`src/rtl/mult_pkg.sv`:
```
// Shared definitions for the shift-add multiplier: FSM encoding and default width.
package mult_pkg;

    localparam int MULT_WIDTH = 32;

    typedef enum logic [1:0] {
        IDLE = 2'b00,
        BUSY = 2'b01,
        DONE = 2'b10
    } state_t;

endpackage

```
`src/rtl/mult_unit.sv`:
```
// Sequential shift-add multiplier holding the architectural HI/LO product registers.
//
// Handshake: start is sampled only while the unit is idle (IDLE or DONE).
// Once accepted, busy is high for exactly WIDTH cycles and start is ignored.
// done then pulses for one cycle, and hi/lo hold the new product from that
// cycle on. busy and done are never high together. Holding start during the
// done cycle launches the next multiply with no idle cycle in between.
module mult_unit
    import mult_pkg::*;
#(
    parameter int WIDTH = MULT_WIDTH
) (
    input  logic             clk,
    input  logic             rst,
    input  logic             start,
    input  logic             is_signed,
    input  logic [WIDTH-1:0] a,
    input  logic [WIDTH-1:0] b,
    output logic             busy,
    output logic             done,
    output logic [WIDTH-1:0] hi,
    output logic [WIDTH-1:0] lo
);

    localparam int            CW   = $clog2(WIDTH);
    localparam logic [CW-1:0] LAST = CW'(WIDTH - 1);

    state_t           state;
    logic [CW-1:0]    count;
    logic [2*WIDTH:0] acc;      // one spare bit above the product catches the add carry
    logic [WIDTH-1:0] mcand;
    logic [WIDTH-1:0] mplier;
    logic             neg;

    logic [WIDTH-1:0]   a_mag;
    logic [WIDTH-1:0]   b_mag;
    logic [WIDTH:0]     upper_sum;
    logic [2*WIDTH:0]   acc_next;
    logic [2*WIDTH-1:0] product;

    // Operand magnitudes; the most negative value maps onto itself as an unsigned magnitude.
    always_comb begin
        a_mag = (is_signed && a[WIDTH-1]) ? -a : a;
        b_mag = (is_signed && b[WIDTH-1]) ? -b : b;
    end

    // One shift-add step and the sign-corrected product it would yield on the final step.
    always_comb begin
        upper_sum = acc[2*WIDTH:WIDTH] + {1'b0, mcand};
        if (mplier[0]) begin
            acc_next = {upper_sum, acc[WIDTH-1:0]} >> 1;
        end else begin
            acc_next = acc >> 1;
        end
        product = neg ? -acc_next[2*WIDTH-1:0] : acc_next[2*WIDTH-1:0];
    end

    // Control FSM plus datapath registers; hi/lo only move on the final BUSY step.
    always_ff @(posedge clk or posedge rst) begin
        if (rst) begin
            state  <= IDLE;
            count  <= '0;
            acc    <= '0;
            mcand  <= '0;
            mplier <= '0;
            neg    <= 1'b0;
            hi     <= '0;
            lo     <= '0;
        end else begin
            case (state)
                IDLE, DONE: begin
                    if (start) begin
                        mcand  <= a_mag;
                        mplier <= b_mag;
                        neg    <= is_signed & (a[WIDTH-1] ^ b[WIDTH-1]);
                        acc    <= '0;
                        count  <= '0;
                        state  <= BUSY;
                    end else begin
                        state  <= IDLE;
                    end
                end
                BUSY: begin
                    acc    <= acc_next;
                    mplier <= mplier >> 1;
                    count  <= count + 1'b1;
                    if (count == LAST) begin
                        hi    <= product[2*WIDTH-1:WIDTH];
                        lo    <= product[WIDTH-1:0];
                        state <= DONE;
                    end
                end
                default: state <= IDLE;
            endcase
        end
    end

    // Status flags are plain decodes of the registered state.
    always_comb begin
        busy = (state == BUSY);
        done = (state == DONE);
    end

endmodule

```
`config.mk`:
```
export PLATFORM = sky130hd
export DESIGN_NAME = mult_unit
export DESIGN_NICKNAME = d
export VERILOG_FILES = /design/src/rtl/mult_pkg.sv /design/src/rtl/mult_unit.sv
export SDC_FILE = /design/constraint.sdc
export NUM_CORES = 1
export LEC_CHECK = 0
export ABC_AREA = 1
export BUFFER_PORTS_ARGS = -buffer_cell sky130_fd_sc_hd__buf_2
export CORE_MARGIN = 10
export CORE_UTILIZATION = 65
export DETAILED_ROUTE_END_ITERATION = 10
export PLACE_DENSITY = 0.86
export SETUP_SLACK_MARGIN = 0.15
export SYNTH_ARGS = -nofsm -noshare
export SYNTH_HDL_FRONTEND = slang
export SYNTH_SLANG_ARGS = --single-unit
```
`constraint.sdc`:
```
create_clock -name clk -period 23.7 [get_ports clk]
set_input_delay 7.11 -clock clk [delete_from_list [all_inputs] [get_ports clk]]
set_output_delay 7.11 -clock clk [all_outputs]
set_load 0.05 [all_outputs]
```
== Word level (Yosys, flattened, before mapping) ==
Index checks and enable logic that the tools add are counted.
Widths: inputs -> output; s select.
Word-level totals
  register bits after elaboration: 201
  input port bits: 68
  output and inout bits: 66
  word-level logic and storage cells: 41
Cells by class
  $add $sub $neg: 5
  equality and inequality tests: 5
  mux-type cells: 13
  bitwise operators: 2
  reductions and logical operators: 8
Operator list (number)
  $pmux 65 s2: 1
  $mux 64: 2
  $mux 32: 3
  $mux 65: 1
  $neg 32->32: 2
  $neg 64->64: 1
  $pmux 32 s2: 1
  $add 33x32->33: 1
  $pmux 5 s2: 1
  $reduce_and 2->1: 3
  $add 5x1->5 const B: 1
  $eq 5x5->1 const B: 1
  $mux 5: 1
  $pmux 2 s2: 1
  $eq 2x1->1 const B: 1
  $eq 2x2->1 const B: 1
  $logic_and 1x1->1: 2
  $logic_not 2->1: 1
  $mux 2: 1
  $ne 2x1->1 const B: 1
  $ne 2x2->1 const B: 1
  $reduce_bool 2->1: 1
  $reduce_or 2->1: 1
  $and 1x1->1: 1
  other kinds (2): 2

== Longest topological paths before layout ==
Gate-level depths: netlist (run 1).
  depth in word-level cells: 4
  mapped depth: 23
  gate-level depth less buffers: 23

== Least setup slack after synthesis (run 1) ==
OpenSTA, ideal clock, no wires.
  kind: input-to-reg
  start point: in b[0]
  end point: reg mplier[30]
  library setup time: 0.125 ns
  arrival time: 8.800 ns
  required time: 23.575 ns
  setup slack: 14.775 ns
  cell stages on the path: 14
  path buffers: 0
  path through: inv_1 ha_1 nand3_2 nor3_2 nand3_1 nor3_2 nand3_1 nor3_2 nand3_1 nand2_1 o21ai_1 xor2_1 nand2_1 nand3_1
Between the ends
  word-level cells in the longest chain between the ends: 4
RTL lines
  from (decl): RTL line mult_unit.sv:18  | input logic [WIDTH-1:0] b,
  $neg 32->32: RTL line mult_unit.sv:44  | b_mag = (is_signed && b[WIDTH-1]) ? -b : b;
  $mux 32: RTL line mult_unit.sv:44
  $mux 32: RTL line mult_unit.sv:72  | if (start) begin
  $pmux 32 s2: RTL line mult_unit.sv:70  | case (state)
  to (signal assigned): RTL line mult_unit.sv:74  | mplier <= b_mag;
  to (signal assigned): RTL line mult_unit.sv:85  | mplier <= mplier >> 1;
  to (decl): RTL line mult_unit.sv:32  | logic [WIDTH-1:0] mplier;
No other way between the ends. The select of a mux whose other input is x is not followed.
A chain may end at the register's enable or synchronous reset.

== Worst setup path in the final report (run 1) ==
  start point: in start
  end point: reg mplier[22]
Between the ends
  word-level cells in the longest chain between the ends: 2
RTL lines
  from (decl): RTL line mult_unit.sv:15  | input logic start,
  $ne 2x2->1 (no source line)
  $reduce_and 2->1 (no source line)
No other way between the ends.

==> results.sh, run 1 <==
export IMPL_outcome="finished, final reports clean"
export IMPL_antennaDiodeCount=0
export IMPL_fin_skew_ns=0.0119
export IMPL_num_vias=13200
export IMPL_clkPwrFrac_pct=12.7
export IMPL_ctsHoldBuffers=0
export IMPL_p_comb_share_pct=62.8
export IMPL_syn_nets=2095
export IMPL_synth_edf_count=0
export IMPL_grt_busiest_layer="met2"
export IMPL_syn_inst=1989
export IMPL_ys_types=50
export IMPL_slew_violations=0
export IMPL_power_per_cell_area_mw_per_mm2=158
export IMPL_met3_usage_pct=4.53
export IMPL_drc=0
export IMPL_intPower_w=0.00109
export IMPL_holdWs_ns=0.480
export IMPL_r2r_setup_slack_ns=20.31
export IMPL_synth_area_mm2=0.0136
export IMPL_portBuffers=133
export IMPL_min_period_ns=9.72
export IMPL_drt_iter0_markers=1358
export IMPL_post_synth_top_count_cell="nand2_1"
export IMPL_htreeDepth=4
export IMPL_required_ns=24.07
export IMPL_ios=134
export IMPL_min_delay_start="hi[4]"
export IMPL_dieArea_mm2=0.0272
export IMPL_dpl_hpwl_um=26400
export IMPL_worstReg2RegEnd="mplier[22]"
export IMPL_synth_top_area_share_pct=36.5
export IMPL_clkSinkCount=199
export IMPL_crit_path_end_kind="register"
export IMPL_initial_core_util_pct=66.8
export IMPL_p_sw_w=0.00129
export IMPL_drive_gt1_share_pct=12.3
export IMPL_worstMarginPinSlew_ns=1.11
export IMPL_rsz0062_at_grt="false"
export IMPL_ir_worst_vdd_mv=0.0906
export IMPL_ys_async_sr_fraction_pct=100
export IMPL_setup_viol=0
export IMPL_max_freq_ghz=0.103
export IMPL_grt_total_usage_pct=26.9
export IMPL_die_y_um=165
export IMPL_grt_first_pass_wirelength_um=60200
export IMPL_rr_startpoint="state[0]"
export IMPL_placed_cells=2332
export IMPL_worstPathArrival_ns=10.09
export IMPL_cts_max_path_buffers=2
export IMPL_cts_buffers=17
export IMPL_wl_um=36100
export IMPL_worstHoldEndpoint="hi[4]"
export IMPL_fin_nets=2187
export IMPL_r2r_cells=7
export IMPL_hold_violations=0
export IMPL_die_w_um=165
export IMPL_hp_class="reg2reg"
export IMPL_finalNonFillerCells=2364
export IMPL_synth_common_cells="645 x nand2_1, 257 x inv_1, 199 x dfrtp_1"
export IMPL_synthTopCellsByArea="dfrtp_1 36%, nand2_1 18%, inv_1 7.1%"
export IMPL_cp_max_fo=89
export IMPL_finalSetupTns_ns=0
export IMPL_place_gp_congestion=0.977
export IMPL_syn2layout_area_growth_pct=10.4
export IMPL_firstDrtPassIters=5
export IMPL_netSwitchingFraction_pct=54.2
export IMPL_grt_pass1_vias=12600
export IMPL_yosysWarnings=0
export IMPL_viasPerCell=5.58
export IMPL_grt_max_degree=125
export IMPL_synth_seq_cells=199
export IMPL_clk_insertion_delay_late_ns=0.46
export IMPL_rows=52
export IMPL_crit_type="in2reg"
export IMPL_crit_path_start_kind="input port"
export IMPL_avgSynthCellArea_um2=6.86
export IMPL_seq_area_frac_synth_pct=36.5
export IMPL_p_leak_nw=7.96
export IMPL_grt_use_met2_pct=44.4
export IMPL_yosysTopAreaCell="dfrtp_1"
export IMPL_cts_root_buffer="clkbuf_16"
export IMPL_p_seq_share_pct=24.5
export IMPL_wire_per_inst_um=15.3
export IMPL_antenna_left=0
export IMPL_maxCapViolCount=0
export IMPL_post_cts_buffers=0
export IMPL_cts_repair_resized=0
export IMPL_met1_usage_pct=35.7
export IMPL_antenna_found_initial=0
export IMPL_holdPathStages=2
export IMPL_globalRouteOverflowTotal=0
export IMPL_ys_flop_type="dfrtp_1"
export IMPL_coreArea_mm2=0.0204
export IMPL_maxSlewHeadroom_pct=25.7
export IMPL_clkTransAtPathRegs_ns=0.08
export IMPL_min_period_over_period_pct=41.0
export IMPL_cts_tree="done"
flip-flops by register name, summed over array words and instances (netlist names):
name	cells
lo	32
state	2
count	5
neg	1
acc	63
mplier	32
hi	32
mcand	32
cells in the final DEF, fill, tap and decap left out, types with 11 or more instances in the layout:
| cell | Yosys | final |
|---|---|---|
| nor3_1 | 26 | 26 |
| dfrtp_1 | 199 | 199 |
| a21oi_1 | 48 | 48 |
| buf_2 | 6 | 133 |
| o211ai_1 | 11 | 11 |
| inv_1 | 257 | 256 |
| nor2_1 | 148 | 147 |
| nor2_2 | 13 | 14 |
| clkbuf_16 | 0 | 17 |
| ha_1 | 37 | 37 |
| o21ai_0 | 122 | 122 |
| o221ai_1 | 11 | 11 |
| nand2_2 | 17 | 19 |
| nand3_1 | 132 | 132 |
| o22ai_1 | 45 | 45 |
| nand2_1 | 645 | 642 |
| nand4_1 | 15 | 15 |
| inv_2 | 17 | 17 |
| xor2_1 | 85 | 85 |
power groups by stage:
stage / logic [W] / registers, W / clock network (W)
after floorplan: 0.00107 / 0.000641 / 0
after global placement: 0.00142 / 0.000581 / 0
after detailed placement: 0.00146 / 0.000582 / 0
after CTS: 0.00148 / 0.000578 / 0.000304
after global routing: 0.00168 / 0.000593 / 0.000317
final: 0.00149 / 0.000581 / 0.000303
worst max-delay path by stage:
stage	from	endpoint	slack (ns)	depth (start not counted)
floorplan	rst	acc[10]	11.16	1
global placement	start	mplier[13]	13.64	7
detailed placement	start	mplier[6]	13.54	7
CTS	start	mplier[22]	14.01	7
global route	start	mplier[22]	13.69	7
finish	start	mplier[22]	13.98	7
critical path: stages:
cell and delay [ns]:
buf_2 0.10, nand2_2 0.05, buf_4 0.64, nand2_2 0.84
inv_2 0.95, nand2_1 0.18, o211ai_1 0.16
layout make-up:
| cell class | count | area [um^2] |
|---|---|---|
| clock buffer | 17 | 425 |
| clock inverter | 15 | 199 |
| fill | 1649 | 5370 |
| inverter | 279 | 1050 |
| multi-input combinational | 1445 | 7350 |
| sequential | 199 | 4980 |
| tap | 270 | 338 |
| timing repair buffer | 139 | 711 |
per-layer routing:
layer | vias up | share of wire (%)
li1 | 6537 | -
met5 | - | 0
met2 | 477 | 47
met4 | 0 | 2.1
met3 | 60 | 7.5
met1 | 6128 | 44
cells by family (layout without fill, tap and decap cells):
| group | after synthesis | count (layout) | synth area share (%) |
|---|---|---|---|
| and+or+nand+nor | 1037 | 1037 | 32.5 |
| DFF | 199 | 199 | 36.5 |
| xor gates and xnor gates | 92 | 92 | 5.90 |
| buffers and inverters | 345 | 450 | 9.74 |
| AOI/OAI and AO/OA | 278 | 278 | 11.9 |
| adders and majority gates | 38 | 38 | 3.54 |
through the flow:
stage / area (um^2) / setup WS, ns / util [%] / total power [W]
floorplan: 13600 / 11.16 / - / 0.00171
global route: 15100 / 13.69 / 73.7 / 0.00259
global placement: 14400 / 13.64 / 70.7 / 0.00200
CTS: 15100 / 14.01 / 73.7 / 0.00236
detailed placement: 14400 / 13.54 / 70.7 / 0.00204
finish: 15100 / 13.98 / 73.7 / 0.00238
No activity file was read; power rests on OpenSTA's default activity.
==> inputs of run 2 (changes only) <==
CORE_UTILIZATION = 55   (was 65)
PLACE_DENSITY = 0.77   (was 0.86)
clock period = 8.9 ns   (was 23.7 ns; I/O delays follow)
==> run 2 against run 1 <==
First-iteration DRC count fell by 19%. Routed wire length rose by 0.33%. Total power rose to 2.7 times the previous value. Cell count grew 2.3%. Largest cell class unchanged. Highest routed layer unchanged. Combinational power grew to 2.7 times the previous value. Clock power grew to 2.6 times the previous value. Sequential power rose to 2.7 times the previous value. Die area increased by 16%. Register-to-register slack got worse by 15 ns.
==> results.sh, run 2 (synthesis results as in run 1) <==
export IMPL_num_vias=13000
export IMPL_syn2layout_area_growth_pct=10.8
export IMPL_holdWs_ns=0.473
export IMPL_min_delay_start="count[3]"
export IMPL_cts_root_buffer="clkbuf_16"
export IMPL_clkSinkCount=199
export IMPL_grt_total_usage_pct=22.8
export IMPL_hp_class="reg2reg"
export IMPL_worstMarginPinSlew_ns=1.10
export IMPL_setup_viol=0
export IMPL_intPower_w=0.00290
export IMPL_die_y_um=178
export IMPL_antenna_left=0
export IMPL_finalSetupTns_ns=0
export IMPL_fin_ws_ns=3.67
export IMPL_final_area_mm2=0.0151
export IMPL_ir_worst_vdd_mv=0.169
export IMPL_viasPerCell=5.36
export IMPL_clkTransAtPathRegs_ns=0.08
export IMPL_power_per_cell_area_mw_per_mm2=418
export IMPL_slew_violations=0
export IMPL_antennaDiodeCount=0
export IMPL_grt_first_pass_wirelength_um=59500
export IMPL_drc=0
export IMPL_clkPwrFrac_pct=12.6
export IMPL_portBuffers=133
export IMPL_cts_max_path_buffers=2
export IMPL_final_common_cell="nand2_1"
export IMPL_dpl_hpwl_um=27200
export IMPL_min_period_ns=5.23
export IMPL_antenna_found_initial=0
export IMPL_netSwitchingFraction_pct=54.1
export IMPL_firstDrtPassIters=6
export IMPL_wire_per_inst_um=15.0
export IMPL_outcome="finished, final reports clean"
export IMPL_p_sw_w=0.00342
export IMPL_worstPathArrival_ns=5.56
export IMPL_initial_core_util_pct=56.0
export IMPL_fin_skew_ns=0.0131
export IMPL_die_w_um=178
export IMPL_crit_path_start_kind="input port"
export IMPL_cts_buffers=17
export IMPL_p_comb_share_pct=62.9
export IMPL_required_ns=9.24
export IMPL_drt_iter0_markers=1098
export IMPL_ctsHoldBuffers=0
export IMPL_final_cell_mix="642 x nand2_1, 256 x inv_1, 199 x dfrtp_1, 147 x nor2_1, 133 x buf_2"
export IMPL_max_freq_ghz=0.191
export IMPL_regMostFlops="acc"
export IMPL_htreeDepth=4
export IMPL_rows=57
export IMPL_grt_max_degree=118
export IMPL_maxCapViolCount=0
export IMPL_maxSlewHeadroom_pct=26.7
export IMPL_place_gp_congestion=0.967
export IMPL_p_seq_share_pct=24.4
export IMPL_clk_insertion_delay_late_ns=0.44
export IMPL_total_power_w=0.00632
export IMPL_ios=134
export IMPL_fin_nets=2188
export IMPL_pre_cts_ws_ns=3.23
export IMPL_rr_startpoint="state[0]"
export IMPL_crit_path_end_kind="register"
export IMPL_cts_repair_resized=0
export IMPL_wl_um=36300
export IMPL_post_cts_buffers=0
export IMPL_post_dp_cell_area_mm2=0.0145
export IMPL_cts_tree="done"
export IMPL_p_leak_nw=7.97
export IMPL_globalRouteOverflowTotal=0
export IMPL_dieArea_mm2=0.0315
export IMPL_grt_pass1_vias=12500
export IMPL_largest_reg_flops=63
export IMPL_min_period_over_period_pct=58.7
export IMPL_coreArea_mm2=0.0244
export IMPL_crit_type="in2reg"
export IMPL_cp_max_fo=89
export IMPL_rsz0062_at_grt="false"
export IMPL_crit_path_start="start"
export IMPL_hold_violations=0
export IMPL_drive_gt1_share_pct=12.4
[run 2: cell types whose count changed in the layout (fill, tap and decap cells not counted)]
| cell | previous run | this run |
|---|---|---|
| inv_8 | 1 | 5 |
| buf_4 | 6 | 7 |
| clkbuf_8 | 0 | 1 |
| clkinv_8 | 7 | 3 |
| clkinv_1 | 5 | 4 |
| clkinv_4 | 2 | 0 |
| clkinvlp_4 | 0 | 1 |
| inv_2 | 17 | 18 |
[run 2: worst max-delay path, cell delays in order]
cell and delay [ns]:
buf_2 0.10, nand2_2 0.05, buf_4 0.62, nand2_2 0.84
inv_2 0.97, nand2_1 0.13, o311ai_0 0.14
[run 2: layout make-up]
cell class                 count  area, um^2
timing repair buffer         140         718
inverter                     279        1050
tap                          324         405
sequential                   199        4980
multi-input combinational   1445        7350
clock buffer                  18         439
clock inverter                14         169
fill                        2296        9270
[run 2: power by group through the flow]
stage          Sequential (W)  Combinational [W]  Clock [W]
2_1_floorplan         0.00171            0.00285          0
3_3_place_gp          0.00155            0.00383          0
3_5_place_dp          0.00156            0.00393          0
4_1_cts               0.00154            0.00395   0.000808
5_1_grt               0.00158            0.00448   0.000847
6_report              0.00154            0.00398   0.000799
[run 2: per-stage QoR]
step | std cells | utilization (%)
after floorplan | 1989 | -
after global placement | 2387 | 59.5
after detailed placement | 2387 | 59.5
after CTS | 2419 | 62.0
after global routing | 2419 | 62.0
final | 2419 | 62.0
[run 2: layer usage]
| layer | wire length (um) | up-vias | track usage, % | part of all wire, % |
|---|---|---|---|---|
| met4 | 1030 | 0 | 7.88 | 2.8 |
| met1 | 16400 | 5953 | 30.0 | 45 |
| met3 | 2200 | 67 | 3.40 | 6.1 |
| met2 | 16700 | 411 | 37.6 | 46 |
| li1 | - | 6535 | - | - |
| met5 | 0 | - | 0 | 0 |
[run 2: path summary, 6_finish.rpt]
kind	end	slack (ns)	depth (start not counted)
hold / removal	count[3]	0.47	1
hold reg to reg	count[3]	0.47	1
max in group asynchronous	lo[4]	4.98	3
min in group asynchronous	mcand[2]	2.36	2
setup / recovery	mplier[9]	3.67	7
setup reg to reg	mplier[9]	5.54	7
